### config.mk
export PLATFORM = sky130hd
export DESIGN_NAME = avg_power_db
export DESIGN_NICKNAME = d
export VERILOG_FILES = /design/src/rtl/avg_power_db.sv
export SDC_FILE = /design/constraint.sdc
export NUM_CORES = 2
export LEC_CHECK = 0
export ABC_CLOCK_PERIOD_IN_PS = 10800
export CAP_MARGIN = 40
export CORE_MARGIN = 2
export CORE_UTILIZATION = 50
export DETAILED_ROUTE_END_ITERATION = 16
export PLACE_DENSITY = 0.66
export SETUP_SLACK_MARGIN = 0.1
export SLEW_MARGIN = 20
export SYNTH_ARGS = -nofsm -noshare
export SYNTH_HDL_FRONTEND = slang
export SYNTH_SLANG_ARGS = --single-unit
### constraint.sdc
create_clock -name clk -period 10.8 [get_ports clk]
set_input_delay 2.16 -clock clk [delete_from_list [all_inputs] [get_ports clk]]
set_output_delay 2.16 -clock clk [all_outputs]
set_load 0.02 [all_outputs]
### src/rtl/avg_power_db.sv
// Complex-sample power to Q8.8 dB back end.
// Five register stages: square, sum, window reduce, log2, dB scale.
module avg_power_db #(
    parameter int DW           = 18,
    parameter int AVG_LOG2_MAX = 4
) (
    input  logic                 clk,
    input  logic                 rst,
    input  logic signed [DW-1:0] re_i,
    input  logic signed [DW-1:0] im_i,
    input  logic                 valid_i,
    input  logic [3:0]           avg_sel_i,
    input  logic                 mode_i,
    output logic [15:0]          db_o,
    output logic                 valid_o
);

    localparam int PW = 2 * DW;
    localparam int AW = PW + AVG_LOG2_MAX;
    localparam int CW = (AVG_LOG2_MAX > 0) ? AVG_LOG2_MAX : 1;
    localparam int IW = $clog2(PW);

    // S1 squares, window config travels with its sample
    logic              s1_vld_q;
    logic [PW-1:0]     s1_re2_q, s1_re2_d;
    logic [PW-1:0]     s1_im2_q, s1_im2_d;
    logic [3:0]        s1_n_q, s1_n_d;
    logic              s1_mode_q;
    logic signed [PW-1:0] re_sq, im_sq;

    // S2 power
    logic              s2_vld_q;
    logic [PW-1:0]     s2_p_q, s2_p_d;
    logic [3:0]        s2_n_q;
    logic              s2_mode_q;

    // S3 reducer
    logic [CW-1:0]     cnt_q, cnt_d;
    logic [AW-1:0]     acc_q, acc_d;
    logic [3:0]        win_n_q, win_n_d;
    logic              win_mode_q, win_mode_d;
    logic              win_vld_q, win_vld_d;
    logic [PW-1:0]     win_q, win_d;
    logic              first, last, mode_eff;
    logic [3:0]        n_eff;
    logic [15:0]       last_cnt;
    logic [AW-1:0]     sum;
    logic [PW-1:0]     peak;

    // S4 log2
    logic              lg_vld_q;
    logic [15:0]       lg_q, lg_d;
    logic [IW-1:0]     k_c;
    logic [3:0]        f_c;
    logic [7:0]        frac_c;

    // S5 scale
    logic [39:0]       prod;
    logic [23:0]       db_wide;
    logic [15:0]       db_d;

    function automatic logic [7:0] log_lut(input logic [3:0] f);
        logic [7:0] v;
        v = 8'd0;
        unique case (f)
            4'd0:  v = 8'd0;
            4'd1:  v = 8'd22;
            4'd2:  v = 8'd44;
            4'd3:  v = 8'd63;
            4'd4:  v = 8'd82;
            4'd5:  v = 8'd100;
            4'd6:  v = 8'd118;
            4'd7:  v = 8'd134;
            4'd8:  v = 8'd150;
            4'd9:  v = 8'd165;
            4'd10: v = 8'd179;
            4'd11: v = 8'd193;
            4'd12: v = 8'd207;
            4'd13: v = 8'd220;
            4'd14: v = 8'd232;
            4'd15: v = 8'd244;
            default: v = 8'd0;
        endcase
        return v;
    endfunction

    assign re_sq = $signed(PW'(re_i)) * $signed(PW'(re_i));
    assign im_sq = $signed(PW'(im_i)) * $signed(PW'(im_i));

    always_comb begin
        s1_re2_d = $unsigned(re_sq);
        s1_im2_d = $unsigned(im_sq);
        if (avg_sel_i > 4'(AVG_LOG2_MAX)) begin
            s1_n_d = 4'(AVG_LOG2_MAX);
        end else begin
            s1_n_d = avg_sel_i;
        end
        s2_p_d = s1_re2_q + s1_im2_q;
    end

    always_comb begin
        first    = (cnt_q == '0);
        n_eff    = first ? s2_n_q : win_n_q;
        mode_eff = first ? s2_mode_q : win_mode_q;
        last_cnt = (16'd1 << n_eff) - 16'd1;
        last     = (16'(cnt_q) == last_cnt);
        sum      = acc_q + AW'(s2_p_q);
        // a new window never compares against the previous max
        if (first || (AW'(s2_p_q) > acc_q)) begin
            peak = s2_p_q;
        end else begin
            peak = PW'(acc_q);
        end

        cnt_d      = cnt_q;
        acc_d      = acc_q;
        win_n_d    = win_n_q;
        win_mode_d = win_mode_q;
        win_vld_d  = 1'b0;
        win_d      = win_q;
        if (s2_vld_q) begin
            if (first) begin
                win_n_d    = s2_n_q;
                win_mode_d = s2_mode_q;
            end
            if (last) begin
                cnt_d     = '0;
                acc_d     = '0;
                win_vld_d = 1'b1;
                win_d     = mode_eff ? peak : PW'(sum >> n_eff);
            end else begin
                cnt_d = cnt_q + 1'b1;
                acc_d = mode_eff ? AW'(peak) : sum;
            end
        end
    end

    always_comb begin
        k_c = '0;
        for (int i = 0; i < PW; i++) begin
            if (win_q[i]) begin
                k_c = IW'(i);
            end
        end
        f_c = 4'd0;
        for (int j = 0; j < 4; j++) begin
            int idx;
            idx = int'(k_c) - 1 - j;
            if (idx >= 0) begin
                f_c[3-j] = win_q[IW'(idx)];
            end
        end
        frac_c = log_lut(f_c);
        lg_d   = (16'(k_c) << 8) + {8'd0, frac_c};
    end

    always_comb begin
        prod    = 40'(lg_q) * 40'd49321 + 40'd8192;
        db_wide = 24'(prod >> 14);
        if (|db_wide[23:16]) begin
            db_d = 16'hFFFF;
        end else begin
            db_d = db_wide[15:0];
        end
    end

    always_ff @(posedge clk) begin
        if (rst) begin
            s1_vld_q   <= 1'b0;
            s1_re2_q   <= '0;
            s1_im2_q   <= '0;
            s1_n_q     <= '0;
            s1_mode_q  <= 1'b0;
            s2_vld_q   <= 1'b0;
            s2_p_q     <= '0;
            s2_n_q     <= '0;
            s2_mode_q  <= 1'b0;
            cnt_q      <= '0;
            acc_q      <= '0;
            win_n_q    <= '0;
            win_mode_q <= 1'b0;
            win_vld_q  <= 1'b0;
            win_q      <= '0;
            lg_vld_q   <= 1'b0;
            lg_q       <= '0;
            valid_o    <= 1'b0;
            db_o       <= '0;
        end else begin
            s1_vld_q   <= valid_i;
            s1_re2_q   <= s1_re2_d;
            s1_im2_q   <= s1_im2_d;
            s1_n_q     <= s1_n_d;
            s1_mode_q  <= mode_i;
            s2_vld_q   <= s1_vld_q;
            s2_p_q     <= s2_p_d;
            s2_n_q     <= s1_n_q;
            s2_mode_q  <= s1_mode_q;
            cnt_q      <= cnt_d;
            acc_q      <= acc_d;
            win_n_q    <= win_n_d;
            win_mode_q <= win_mode_d;
            win_vld_q  <= win_vld_d;
            win_q      <= win_d;
            lg_vld_q   <= win_vld_q;
            lg_q       <= lg_d;
            valid_o    <= lg_vld_q;
            if (lg_vld_q) begin
                db_o <= db_d;
            end
        end
    end

endmodule

; After elaboration in Yosys (flattened, before gate mapping)
; Memories as Yosys holds them, arrays and structs flattened.
; Cells that the tools add are included.
[op_classes]
n_mul = 3
div_mod_pow = 0
n_eq_ne = 1
shift = 2
addsub = 10
n_mux = 61
n_lt_le_gt_ge = 10
bitwise = 1
reduce_logical = 6
[ops]
columns = op, n
row1 = 2-to-1 mux 6 bit, 34
row2 = 2-to-1 mux 40 bit, 2
row3 = multiplier 18 x 18 -> 36 bit, 2
row4 = 2-to-1 mux 36 bit, 2
row5 = greater-or-equal comparator 32 x 1 -> 1 bit (second input constant), 2
row6 = adder 40 x 36 -> 40 bit, 1
row7 = greater-than comparator 36 x 40 -> 1 bit, 1
row8 = >> shifter 40 x 4 -> 36 bit, 1
row9 = adder 36 bit, 1
row10 = adder 32 x 14 -> 33 bit (second input constant), 1
row11 = < comparator 6 x 8 -> 1 bit (second input constant), 4
row12 = multiplier 16 x 16 -> 32 bit (second input constant), 1
row13 = binary-select mux 1 bit (select 6 bit), 4
row14 = == test 4 x 16 -> 1 bit, 1
row15 = 2-to-1 mux 16 bit, 1
row16 = left shift 1 x 4 -> 16 bit (first input constant), 1
row17 = subtractor 16 x 1 -> 16 bit (second input constant), 1
row18 = subtractor 7 x 3 -> 8 bit (second input constant), 2
row19 = adder 14 x 8 -> 15 bit, 1
row20 = 2-to-1 mux 1 bit, 15
row21 = greater-or-equal comparator 8 x 1 -> 1 bit (second input constant), 1
row22 = 2-to-1 mux 4 bit, 2
row23 = OR reduction 8 bit, 1
row24 = subtractor 7 x 2 -> 8 bit (second input constant), 1
row25 = other kinds (10), 11
[word_totals]
latch_bits = 0
memories = 1
input_bits = 44
wordCells = 115
output_inout_bits = 17
mem_bits_rw = 0
regBits = 240
rom_bits = 128
[memory_table]
columns = memory, words, width, rd, rd_clocked_by_memory_dff, write_ports, line_no
row1 = (name not given), 16, 8, 1, 0, 0, 65  ; unique case (f)

; Logic depth before layout (Yosys ltp)
; An unclocked memory read counts as a cell.
[depth]
word_depth = 43
ltp_mapped = 30
mapped_depth_nobuf = 28

; Least setup slack after synthesis
; No wires, ideal clock.
[synth_path]
path_type = input to register
startpoint = in im_i[16]
endpoint = reg s1_im2_q[35]
path_slack_ns = 2.440
arrival_ns = 8.232
required_time_ns = 10.672
cell_stages = 26
cell_sequence = clkbuf_1 -> clkbuf_1 -> nand2_1 -> fa_1 -> inv_1 -> fa_1 -> inv_1 -> fa_1 -> fa_1 -> fa_1 -> inv_1 -> fa_1 -> ha_1 -> a21o_1 -> a21o_1 -> a21oi_1 -> o21bai_1 -> a221o_1 -> a21o_1 -> a21o_1 -> a31oi_1 -> nor2_1 -> a211oi_1 -> a21oi_1 -> xnor2_1 -> nor2_1
[synth_between]
elab_chain_len = 1
[synth_rtl]
columns = item, line_no
row1 = "start, declared", 10  ; input logic signed [DW-1:0] im_i,
row2 = multiplier 18 x 18 -> 36 bit, 88  ; assign im_sq = $signed(PW'(im_i)) * $signed(PW'(im_i));
row3 = "end signal, assigned", 191  ; s1_im2_q <= s1_im2_d;
row4 = "end, declared", 26  ; logic [PW-1:0] s1_im2_q, s1_im2_d;
; No other way between the ends.
; A chain may end at the register's enable or synchronous reset.

; Final worst setup path
[layout_path]
startpoint = in re_i[10]
endpoint = reg s1_re2_q[33]
[layout_between]
elab_chain_len = 1
[layout_rtl]
columns = item, line_no
row1 = "start, declared", 9  ; input logic signed [DW-1:0] re_i,
row2 = multiplier 18 x 18 -> 36 bit, 87  ; assign re_sq = $signed(PW'(re_i)) * $signed(PW'(re_i));
row3 = "end signal, assigned", 190  ; s1_re2_q <= s1_re2_d;
row4 = "end, declared", 25  ; logic [PW-1:0] s1_re2_q, s1_re2_d;
; No other way between the ends.

==> results by group <==
Logic synthesis
  – Post-synth EDFFs: 0
  – Syn avg cell area: 8.72 um2
  – Mapped Area: 40700 um2
  – Post-synthesis adder-cell area fraction: 45.2%
  – Top cell type by total area after synthesis: fa_1
  – Synth top area cells: fa_1 (31%), ha_1 (14%), dfxtp_1 (12%)
  – Syn nets: 5806
  – Primary FF master, synth: dfxtp_1
  – Register bit total from synthesis: 236
  – Synth warnings: 0
  – Share of the synthesized area in the top cell type: 30.8%
  – Compound-Gate Fraction of Synth Area: 11.9%
  – Async SR Flop Fraction: 0%
  – Post-synthesis xor/xnor area fraction: 3.62%
  – Simple-Gate Fraction of Synth Area: 14.1%
  – Mux contribution to synthesized area: 3.28%
  – Syn Inst Count: 4668
  – Netlist cell types: 99
  – Largest family of logic cells by synthesized area: adder cells
  – Sequential area share after synthesis: 11.6%

Critical path
  – Delay-heaviest family, CP: adder cells
  – Crit path DAT: 9.50 ns
  – Kind of critical path: primary input to flop
  – CP endpoint kind: flop
  – Cell mode on critical path: fa_1
  – Critical Path Slowest Stage Cell: clkdlybuf4s50_1
  – Crit Path Max Fanout: 17
  – Worst Path Buf+Inv: 6
  – WP data required: 11.25 ns
  – CP Launch Type: primary input
  – Delay of the slowest critical-path stage: 0.96 ns

Clocking
  – # resized after CTS: 0
  – CTS Sinks: 236
  – Root buf cell: clkbuf_16
  – CTS clk-pin slew, worst paths: 0.06 ns
  – Clk Latency, worst-skew pair: 0.57 ns
  – CTS Hold Bufs: 0
  – CTS tree: done
  – Num CTS Buffers: 28
  – H-Tree Depth: 1
  – Postcts setup bufs: 0
  – Clk buf depth: 3

Floorplan
  – Die Y: 289 um
  – Num rows: 104
  – Initial Utilization: 50.5%
  – Die W: 289 um
  – Die area: 83700 um2
  – Ports: 61
  – Floorplan core area: 80500 um2

Global routing
  – Initial antenna violation count: 0
  – Tot GR Track Use: 24.4%
  – Number of global-route vias before repair: 32000
  – First-pass GRT wire length: 165000 um
  – Largest net degree at the start of global routing: 65
  – Grt ovf: 0

STA
  – Period utilization: 83.8%
  – Setup Skew: 0.0160 ns
  – RSZ-0062 raised after global routing: false
  – Setup TNS: 0 ns
  – Relative slew slack: 39.9%
  – Final setup vio count: 0
  – Min Tclk post-route: 9.05 ns
  – Final Hold Vio Count: 0
  – Fmax: 0.111 GHz
  – Slew Limit Fails: 0
  – Slew at the pin with the worst max-slew slack: 0.899 ns

Detailed routing
  – Vias per inst: 5.48
  – Via count: 31300
  – DR iter-0 viols: 2292
  – Drt wl/cell: 17.3 um
  – Routed wire length: 98900 um
  – ANT nets after route: 0
  – DRC errors left: 0
  – Pre-antenna DRT Iters: 6

Finish
  – Leading cell type in the layout, fill and taps excluded: inv_1
  – Syn-to-layout area delta: 6.77%
  – Ant. Diodes: 0
  – Most frequent cells in the layout: inv_1 (916), fa_1 (627), ha_1 (467)
  – Final-stage net count: 5764
  – Fraction of layout cells with a size suffix above 1: 4.13%

Job
  – Max_cap viols: 0

Placed design
  – Port bufs: 60
  – Hpwl dp: 80900 um
  – Gp weighted congestion: 0.940

Worst hold path
  – HP Class: flop to flop

Run status
  – Outcome: complete, no violations
[sequential cells by signal (all words and copies together) (netlist names), 14 cells and up]
name,cells
acc_q,40
s2_p_q,36
win_q,36
s1_im2_q,35
s1_re2_q,35
db_o,16
lg_q,14
[metal layers]
layer	wire length [um]	GRT usage, %	part of all wire, %
met1	42200	32.7	43
met2	48800	42.5	49
met3	5150	1.70	5.2
met4	2780	6.75	2.8
met5	0	0	0
[worst register-to-register path, cell delays in order (launching register included)]
cell      delay, ns
dfxtp_1        0.50
nor2_1         0.09
o31a_1         0.24
o31ai_1        0.25
a21oi_1        0.13
o21ai_1        0.62
inv_1          0.50
ha_1           0.44
xor2_2         0.20
buf_4          0.25
ha_1           0.81
nand2_1        0.21
or2_2          0.32
mux2i_1        0.14
nor4_1         0.08
a211oi_1       0.31
a31oi_1        0.11
or4_1          0.43
o211a_1        0.16
nand2_1        0.17
inv_1          0.09
ha_1           0.24
or3_1          0.38
a21oi_1        0.13
[synth_stat cells, drive strengths merged, types with 38 or more instances]
master  count
xnor2      95
fa        627
nand2     364
inv       922
nor3       78
clkbuf    153
o21ai     164
mux2i      89
a21oi     202
xor2       70
nor2b      58
nor2      364
o211ai     39
a211oi     52
nand3      44
a21o       38
and2      129
ha        467
dfxtp     236
nand2b     43
[final timing paths]
kind / start / endpoint / slack (ns) / cells past startpoint
setup reg to reg: win_q[2] / lg_q[3] / 3.92 / 23
setup / recovery: re_i[10] / s1_re2_q[33] / 1.75 / 27
hold reg to reg: s1_vld_q / s2_vld_q / 0.44 / 1
hold / removal: s1_vld_q / s2_vld_q / 0.44 / 1
[final cells by class]
type	instances	area, um2
clock buffer	34	774
clock inverter	15	268
fill	7419	37100
inverter	923	3460
multi-input combinational	3325	31800
sequential	236	4720
tap	1060	1330
timing repair buffer	112	1040
[cells by family (layout without fill, tap and decap cells)]
group,after synthesis,in the layout
simple gates,1211,1211
buf+inv,1107,1084
fa+ha+maj,1095,1095
compound gates,737,737
flops,236,236
xor+xnor,165,165
mux,116,116
other cells,1,1
[metrics by stage]
stage / utilization (%) / area, um2 / setup slack, ns / hold slack (ns) / instances
after global placement: 52.5 / 42300 / 1.38 / 0.420 / 5645
after detailed placement: 52.6 / 42400 / 1.23 / 0.427 / 5653
after global routing: 53.9 / 43400 / 1.28 / 0.459 / 5705
final: 53.9 / 43400 / 1.75 / 0.439 / 5705
after CTS: 53.9 / 43400 / 1.81 / 0.441 / 5702
after floorplan: - / 40700 / 2.44 / 0.414 / 4668
Power is not shown: default switching activity piles up to over one toggle a cycle in this logic, so the estimate is an artifact.
